File: src/rtl/fp_seq_multiplier.sv
// rtl/fp_seq_multiplier.sv - sequential shift-add IEEE-754 multiplier with RNE rounding and special values
module fp_seq_multiplier #(
    parameter int EXP_W = 8,
    parameter int MAN_W = 23
) (
    input  logic                   clk,
    input  logic                   rst,
    input  logic                   start,
    input  logic [EXP_W+MAN_W:0]   a,
    input  logic [EXP_W+MAN_W:0]   b,
    output logic                   busy,
    output logic                   done,
    output logic [EXP_W+MAN_W:0]   result,
    output logic                   overflow,
    output logic                   underflow,
    output logic                   invalid
);
    localparam int W    = EXP_W + MAN_W + 1;
    localparam int SW   = MAN_W + 1;
    localparam int P    = 2 * SW;
    localparam int EW   = EXP_W + 2;
    localparam int CW   = $clog2(SW + 1);
    localparam int BIAS = (1 << (EXP_W - 1)) - 1;
    localparam logic signed [EW-1:0] EMAX_S = EW'((1 << EXP_W) - 1);
    localparam logic [W-1:0] QNAN = {1'b0, {EXP_W{1'b1}}, 1'b1, {(MAN_W-1){1'b0}}};

    typedef enum logic [1:0] {IDLE, MUL, NORM, ROUND} state_t;

    state_t                 state_q, state_d;
    logic                   busy_q, busy_d, done_q, done_d;
    logic [W-1:0]           result_q, result_d;
    logic                   ovf_q, ovf_d, unf_q, unf_d, inv_q, inv_d;
    logic                   sign_q, sign_d;
    logic signed [EW-1:0]   e_q, e_d;
    logic [P-1:0]           acc_q, acc_d, mcand_q, mcand_d;
    logic [SW-1:0]          mplier_q, mplier_d, sig_q, sig_d;
    logic [CW-1:0]          cnt_q, cnt_d;
    logic                   guard_q, guard_d, sticky_q, sticky_d;
    logic                   nan_q, nan_d, infzero_q, infzero_d, inf_q, inf_d, zero_q, zero_d;

    logic [EXP_W-1:0]       ea, eb;
    logic [MAN_W-1:0]       fa, fb;
    logic                   a_zero, b_zero, a_inf, b_inf, a_nan, b_nan;
    logic [P-1:0]           norm;
    logic [SW:0]            rnd;
    logic                   carry;
    logic [MAN_W-1:0]       frac;
    logic signed [EW-1:0]   e_r;

    always_comb begin
        state_d   = state_q;
        busy_d    = busy_q;
        done_d    = 1'b0;
        result_d  = result_q;
        ovf_d     = ovf_q;
        unf_d     = unf_q;
        inv_d     = inv_q;
        sign_d    = sign_q;
        e_d       = e_q;
        acc_d     = acc_q;
        mcand_d   = mcand_q;
        mplier_d  = mplier_q;
        cnt_d     = cnt_q;
        sig_d     = sig_q;
        guard_d   = guard_q;
        sticky_d  = sticky_q;
        nan_d     = nan_q;
        infzero_d = infzero_q;
        inf_d     = inf_q;
        zero_d    = zero_q;

        ea     = a[W-2:MAN_W];
        eb     = b[W-2:MAN_W];
        fa     = a[MAN_W-1:0];
        fb     = b[MAN_W-1:0];
        a_zero = (ea == '0);
        b_zero = (eb == '0);
        a_inf  = (&ea) && !(|fa);
        b_inf  = (&eb) && !(|fb);
        a_nan  = (&ea) && (|fa);
        b_nan  = (&eb) && (|fb);

        norm  = acc_q[P-1] ? acc_q : (acc_q << 1);
        rnd   = {1'b0, sig_q} + {{SW{1'b0}}, guard_q & (sticky_q | sig_q[0])};
        carry = rnd[SW];
        frac  = carry ? rnd[MAN_W:1] : rnd[MAN_W-1:0];
        e_r   = e_q + EW'(carry);

        unique case (state_q)
            IDLE: begin
                // Operands are latched on the accept edge so they may change right after it.
                if (start) begin
                    state_d   = MUL;
                    busy_d    = 1'b1;
                    ovf_d     = 1'b0;
                    unf_d     = 1'b0;
                    inv_d     = 1'b0;
                    sign_d    = a[W-1] ^ b[W-1];
                    e_d       = {2'b00, ea} + {2'b00, eb} - EW'(BIAS);
                    nan_d     = a_nan | b_nan;
                    infzero_d = (a_inf & b_zero) | (b_inf & a_zero);
                    inf_d     = a_inf | b_inf;
                    zero_d    = a_zero | b_zero;
                    acc_d     = '0;
                    mcand_d   = {{(P-SW){1'b0}}, ~a_zero, fa};
                    mplier_d  = {~b_zero, fb};
                    cnt_d     = '0;
                end
            end
            MUL: begin
                if (mplier_q[0]) acc_d = acc_q + mcand_q;
                mcand_d  = mcand_q << 1;
                mplier_d = mplier_q >> 1;
                cnt_d    = cnt_q + 1'b1;
                if (cnt_q == CW'(MAN_W)) state_d = NORM;
            end
            NORM: begin
                sig_d    = norm[P-1 -: SW];
                guard_d  = norm[MAN_W];
                sticky_d = |norm[MAN_W-1:0];
                e_d      = e_q + EW'(acc_q[P-1]);
                state_d  = ROUND;
            end
            ROUND: begin
                if (nan_q) begin
                    result_d = QNAN;
                end else if (infzero_q) begin
                    result_d = QNAN;
                    inv_d    = 1'b1;
                end else if (inf_q) begin
                    result_d = {sign_q, {EXP_W{1'b1}}, {MAN_W{1'b0}}};
                end else if (zero_q) begin
                    result_d = {sign_q, {(W-1){1'b0}}};
                end else if (!e_r[EW-1] && (e_r >= EMAX_S)) begin
                    result_d = {sign_q, {EXP_W{1'b1}}, {MAN_W{1'b0}}};
                    ovf_d    = 1'b1;
                end else if (e_r[EW-1] || (e_r == '0)) begin
                    result_d = {sign_q, {(W-1){1'b0}}};
                    unf_d    = 1'b1;
                end else begin
                    result_d = {sign_q, e_r[EXP_W-1:0], frac};
                end
                done_d  = 1'b1;
                busy_d  = 1'b0;
                state_d = IDLE;
            end
            default: state_d = IDLE;
        endcase
    end

    always_ff @(posedge clk) begin
        if (rst) begin
            state_q   <= IDLE;
            busy_q    <= 1'b0;
            done_q    <= 1'b0;
            result_q  <= '0;
            ovf_q     <= 1'b0;
            unf_q     <= 1'b0;
            inv_q     <= 1'b0;
            sign_q    <= 1'b0;
            e_q       <= '0;
            acc_q     <= '0;
            mcand_q   <= '0;
            mplier_q  <= '0;
            cnt_q     <= '0;
            sig_q     <= '0;
            guard_q   <= 1'b0;
            sticky_q  <= 1'b0;
            nan_q     <= 1'b0;
            infzero_q <= 1'b0;
            inf_q     <= 1'b0;
            zero_q    <= 1'b0;
        end else begin
            state_q   <= state_d;
            busy_q    <= busy_d;
            done_q    <= done_d;
            result_q  <= result_d;
            ovf_q     <= ovf_d;
            unf_q     <= unf_d;
            inv_q     <= inv_d;
            sign_q    <= sign_d;
            e_q       <= e_d;
            acc_q     <= acc_d;
            mcand_q   <= mcand_d;
            mplier_q  <= mplier_d;
            cnt_q     <= cnt_d;
            sig_q     <= sig_d;
            guard_q   <= guard_d;
            sticky_q  <= sticky_d;
            nan_q     <= nan_d;
            infzero_q <= infzero_d;
            inf_q     <= inf_d;
            zero_q    <= zero_d;
        end
    end

    assign busy      = busy_q;
    assign done      = done_q;
    assign result    = result_q;
    assign overflow  = ovf_q;
    assign underflow = unf_q;
    assign invalid   = inv_q;
endmodule

File: config.mk
export PLATFORM = sky130hd
export DESIGN_NAME = fp_seq_multiplier
export DESIGN_NICKNAME = d
export VERILOG_FILES = /design/src/rtl/fp_seq_multiplier.sv
export SDC_FILE = /design/constraint.sdc
export NUM_CORES = 1
export LEC_CHECK = 0
export CAP_MARGIN = 15
export CORE_MARGIN = 4
export CORE_UTILIZATION = 54
export CTS_CLUSTER_SIZE = 8
export DETAILED_ROUTE_END_ITERATION = 10
export PLACE_DENSITY = 0.73
export RECOVER_POWER = 100
export SLEW_MARGIN = 0
export SYNTH_ARGS = -nofsm -noshare
export SYNTH_HDL_FRONTEND = slang
export SYNTH_SLANG_ARGS = --single-unit
export TNS_END_PERCENT = 5
File: constraint.sdc
create_clock -name clk -period 9.7 [get_ports clk]
set_input_delay 1.94 -clock clk [delete_from_list [all_inputs] [get_ports clk]]
set_output_delay 1.94 -clock clk [all_outputs]
set_load 0.01 [all_outputs]
Word level (Yosys, flattened, before mapping) --
Cells that the tools add are included.
Word-level totals: input bits 67, word-level logic and storage cells 126, register bits 205, output and inout bits 37
Cells by class: $add $sub $neg 7, reduce and logical (&&, ||, !) cells 30, bitwise gates (word level) 11, equality and inequality tests 15, magnitude comparators 1, multiplexer cells 42
Operators with widths (number):
- $mux W48 | 4
- $pmux W48 S2 | 2
- $mux W31 | 4
- $reduce_or A23 Y1 | 3
- $mux W32 | 2
- $add A48 B48 Y48 | 1
- $pmux W24 S2 | 1
- $add A24 B1 Y25 | 1
- $mux W24 | 1
- $reduce_and A8 Y1 | 3
- $mux W23 | 1
- $ne A2 B2 Y1 const B | 11
- $add A10 B1 Y10 | 2
- $pmux W10 S2 | 1
- $logic_not A8 Y1 | 2
- $mux W1 | 16
- $ge A10 B9 Y1 const B | 1
- $logic_not A10 Y1 | 1
- $mux W10 | 1
- $pmux W5 S2 | 1
- $reduce_and A2 Y1 | 5
- $sub A9 B7 Y10 const B | 1
- $add A8 B8 Y9 | 1
- $pmux W1 S2 | 4
- other kinds (19) | 36

Depth between registers and ports, before layout --
depth in word-level cells 13, gate-level depth with buffers 22

Worst setup path before layout --
Ideal clock, no wire load.
path kind register to register, from register sig_q[0], to register result_q[15], in the netlist result[15], clock period less this slack 4236 ps, buffers on the path 1, data arrival time 4109 ps, required time 9572 ps, setup slack 5464 ps, stages on the path, launching flop included 22, cell sequence dfxtp_1 > o21a_1 > ha_1 > ha_1 > and2_0 > nand4_1 > nor2_1 > and4_1 > nand3_1 > clkinv_1 > ha_1 > ha_1 > and3_1 > and3_1 > or4_1 > a2111oi_2 > nor3_2 > nand3_2 > nor2_1 > buf_6 > a22oi_1 > nor2_1
On the way: word-level cells in the longest chain between the ends 12
RTL lines:
- start: declaration | RTL line 36 | logic [SW-1:0] mplier_q, mplier_d, sig_q, sig_d;
- start signal: assignment | RTL line 187 | sig_q <= sig_d;
- $or A1 B1 Y1 | RTL line 84 | rnd = {1'b0, sig_q} + {{SW{1'b0}}, guard_q & (sticky_q | sig_q[0])};
- $and A1 B1 Y1 | RTL line 84
- $add A24 B1 Y25 (*) | RTL line 84
- branches (longest 4 deep; another with $add A10 B1 Y10)
- $mux W31 (*) | RTL line 134 | end else if (!e_r[EW-1] && (e_r >= EMAX_S)) begin
- $mux W31 (*) | RTL line 132 | end else if (zero_q) begin
- $mux W31 (*) | RTL line 130 | end else if (inf_q) begin
- $mux W32 (*) | RTL line 127 | end else if (infzero_q) begin
- $mux W32 (*) | RTL line 125 | if (nan_q) begin
- end signal: assignment | RTL line 177 | result_q <= result_d;
- end: declaration | RTL line 31 | logic [W-1:0] result_q, result_d;
Every way passes the cells marked *. A chain may end at the register's enable or synchronous reset.

==> flow_metrics.tcl <==
set metrics [dict create \
    status "finished with violations" \
    violations "capacitance limit, slew limit" \
    worst_path_largest_cell_delay_ps 2310 \
    r2r-start "sticky_q$_SDFFE_PP0P_" \
    grt_pass1_vias 10000 \
    first_pass_iters 5 \
    dieArea_um2 24400 \
    avgRoutedWirePerCell_um 16.9 \
    antenna_found_initial 0 \
    wl_mm 29.9 \
    io_pins 104 \
    grt_pass1_wl_mm 50.4 \
    die_y_um 156 \
    power.switching_w 0.00117 \
    gr-total-overflow 0 \
    hold_depth 2 \
    hold_viol_final 0 \
    leakage_nw 5.48 \
    layout_setup_ws_ps 3870 \
    cp_max_fo 73 \
    hp-start "result[12]$_SDFFE_PP0P_" \
    dp_worst_setup_slack_ps 4950 \
    clk_path_buf_depth 3 \
    crit_top_cell "clkbuf_1" \
    maxSlewViolCount 74 \
    htreeDepth 1 \
    fin_nets 1635 \
    synth_cell_types 72 \
    syn2layout_area_growth_pct 16.0 \
    final-instance-count-excl-fill 1769 \
    crit_arrival_ps 6240 \
    rsz0062_at_grt "no" \
    cts_setup_buffers 0 \
    pwr-share-clk_pct 28.1 \
    synth_area_um2 11900 \
    p_seq_share_pct 37.9 \
    skew_ps 10.1 \
    ys_top_cells_by_count "nor2_1, dfxtp_1, nand2_1, a21oi_1, a211oi_1" \
    synth-seq-area-share_pct 34.6 \
    critical_path_cell_count 6 \
    tns_ps 0 \
    r2r_cells 20 \
    drt_iter0_markers 845 \
    critPathRequiredTime_ps 10100 \
    crit_chain "clkbuf_1 > inv_1 > and2_0 > clkbuf_1 > a32oi_1 > o21ai_0" \
    clk_pin_slew_ps 50 \
    syn_nets 1575 \
    swShare_pct 37.2 \
    synth-edff-count 0 \
    rows 53 \
    post-route-period-util_pct 60.1 \
    drc 0 \
    maxCapViolCount 1 \
    synth_top_area_share_pct 34.6 \
    p_int_w 0.00198 \
    gp_congestion 0.917 \
    clock-sinks 205 \
    start_kind "input pin" \
    synthArstFlopShare_pct 0 \
    holdWs_ps 462 \
    yosys.area.top_type "dfxtp_1" \
    num_antenna_cells 0 \
    setup_viol 0 \
    vdd_drop_max_mv 0.147 \
    drive_above_1_share_pct 4.22 \
    critPathTopFamily "buffers and inverters" \
    slowest_stage "clkbuf_1" \
    synth_cells 1433 \
    hp-class "flop to flop" \
    die_x_um 156 \
    clock_latency_ps 550 \
    fin_crit_ps 5830 \
    post_cts_resized 0 \
    coreArea_um2 21400 \
    crit_start "rst" \
    port-buffer-count 103 \
    fmax_mhz 171 \
    ys_seq_elements 205 \
    power_density_nw_per_um2 228 \
    synth_top_flop_cell "dfxtp_1" \
    vias_per_cell 6.00 \
    cts-hold-fix-buffers 0 \
    vias 10600 \
    cts_buffers 29 \
    yosysWarnings 0 \
    placed_cells 1737 \
    ant_nets 0 \
    dpl.hpwl_mm 21.5 \
    crit_buf_inv 3 \
    endpoint_kind "flop" \
    grt_start_max_net_pins 103 \
    clock-root-buffer "clkbuf_16" \
    grt.total_usage_pct 24.2 \
    post-synth-top-count-cell "nor2_1" \
    syn-mean-instance-area_um2 8.29 \
    initial_core_util_pct 55.6 \
    max-slew-margin-rel_pct -122 \
    worstSetupPathType "input pin to flop" \
    cts_tree "done" \
    p_comb_share_pct 34.0 \
    ys_top_cells_by_area "dfxtp_1, ha_1, nor2_1, mux2i_1, a211oi_1" \
    tightest_slew_ps 3330 \
]
## final cells by class
class | count | area [um2]
fill | 1837 | 7580
multi-input combinational | 1115 | 7360
sequential | 205 | 4100
timing repair buffer | 114 | 1100
clock buffer | 31 | 743
tap | 275 | 344
inverter | 28 | 105
clock inverter | 1 | 20.0
## through the flow
step	util [%]	total power [W]	cell area [um2]
2_1_floorplan	-	0.00198	11900
3_3_place_gp	61.0	0.00224	13000
3_5_place_dp	61.0	0.00227	13000
4_1_cts	64.6	0.00316	13800
5_1_grt	64.5	0.00335	13800
6_report	64.5	0.00314	13800
## flip-flops by register name, summed over array words and instances (netlist names), 2 cells and up
| name | count |
|---|---|
| acc_q | 48 |
| result | 32 |
| e_q | 10 |
| mplier_q | 24 |
| state_q | 2 |
| mcand_q | 48 |
| cnt_q | 5 |
| sig_q | 24 |
## cell families (layout without fill, tap and decap cells)
family	count (synthesis)	after routing	synth area share [%]
DFF	205	205	34.6
and+or+nand+nor	469	469	17.9
xor gates and xnor gates	77	77	5.68
AOI/OAI and AO/OA	420	420	23.9
muxes	74	74	6.25
buffers and inverters	113	174	3.67
adders and majority gates	75	75	8.03
## placed cells by master, fill, tap and decap left out, drive strengths merged, types with 4 or more instances in the layout
| cell | count |
|---|---|
| xnor2 | 49 |
| o21bai | 8 |
| and2 | 7 |
| nor4 | 19 |
| clkbuf | 33 |
| o211ai | 12 |
| ha | 73 |
| o21ai | 83 |
| mux2i | 73 |
| a21o | 32 |
| nand2 | 97 |
| a32oi | 4 |
| dlygate4sd3 | 37 |
| nand4 | 23 |
| buf | 10 |
| inv | 27 |
| or4 | 5 |
| o21a | 9 |
| clkdlybuf4s50 | 65 |
| nand2b | 5 |
| nor2b | 6 |
| a21oi | 83 |
| or3 | 4 |
| nand3 | 28 |
| a31oi | 11 |
| nor3 | 28 |
| a211oi | 82 |
| dfxtp | 205 |
| a22oi | 62 |
| o31ai | 4 |
| and3 | 19 |
| xor2 | 28 |
| nor2 | 218 |
## power groups by stage
stage	sequential (W)	clock (W)	combinational, W
2_1_floorplan	0.00114	0	0.000842
3_3_place_gp	0.00120	0	0.00104
3_5_place_dp	0.00121	0	0.00106
4_1_cts	0.00119	0.000897	0.00107
5_1_grt	0.00122	0.000937	0.00120
6_report	0.00119	0.000885	0.00107
## tightest hold or removal path, stage by stage, from the launching register on
cell	delay, ps
dfxtp_1	300
nand2_1	60
a21oi_1	50
## layer usage
layer	part of all wire, %	GRT usage, %
met4	1.5	5.08
met5	0	0
met1	48	35.1
met3	5.9	3.46
met2	45	38.8
## worst paths after layout
check,to,slack [ps]
max,acc_q[40]$_SDFFE_PP0P_,3870
min,result[12]$_SDFFE_PP0P_,460
max reg2reg,result[19]$_SDFFE_PP0P_,4960
min reg2reg,result[12]$_SDFFE_PP0P_,460
No activity file was read; power rests on OpenSTA's default activity.
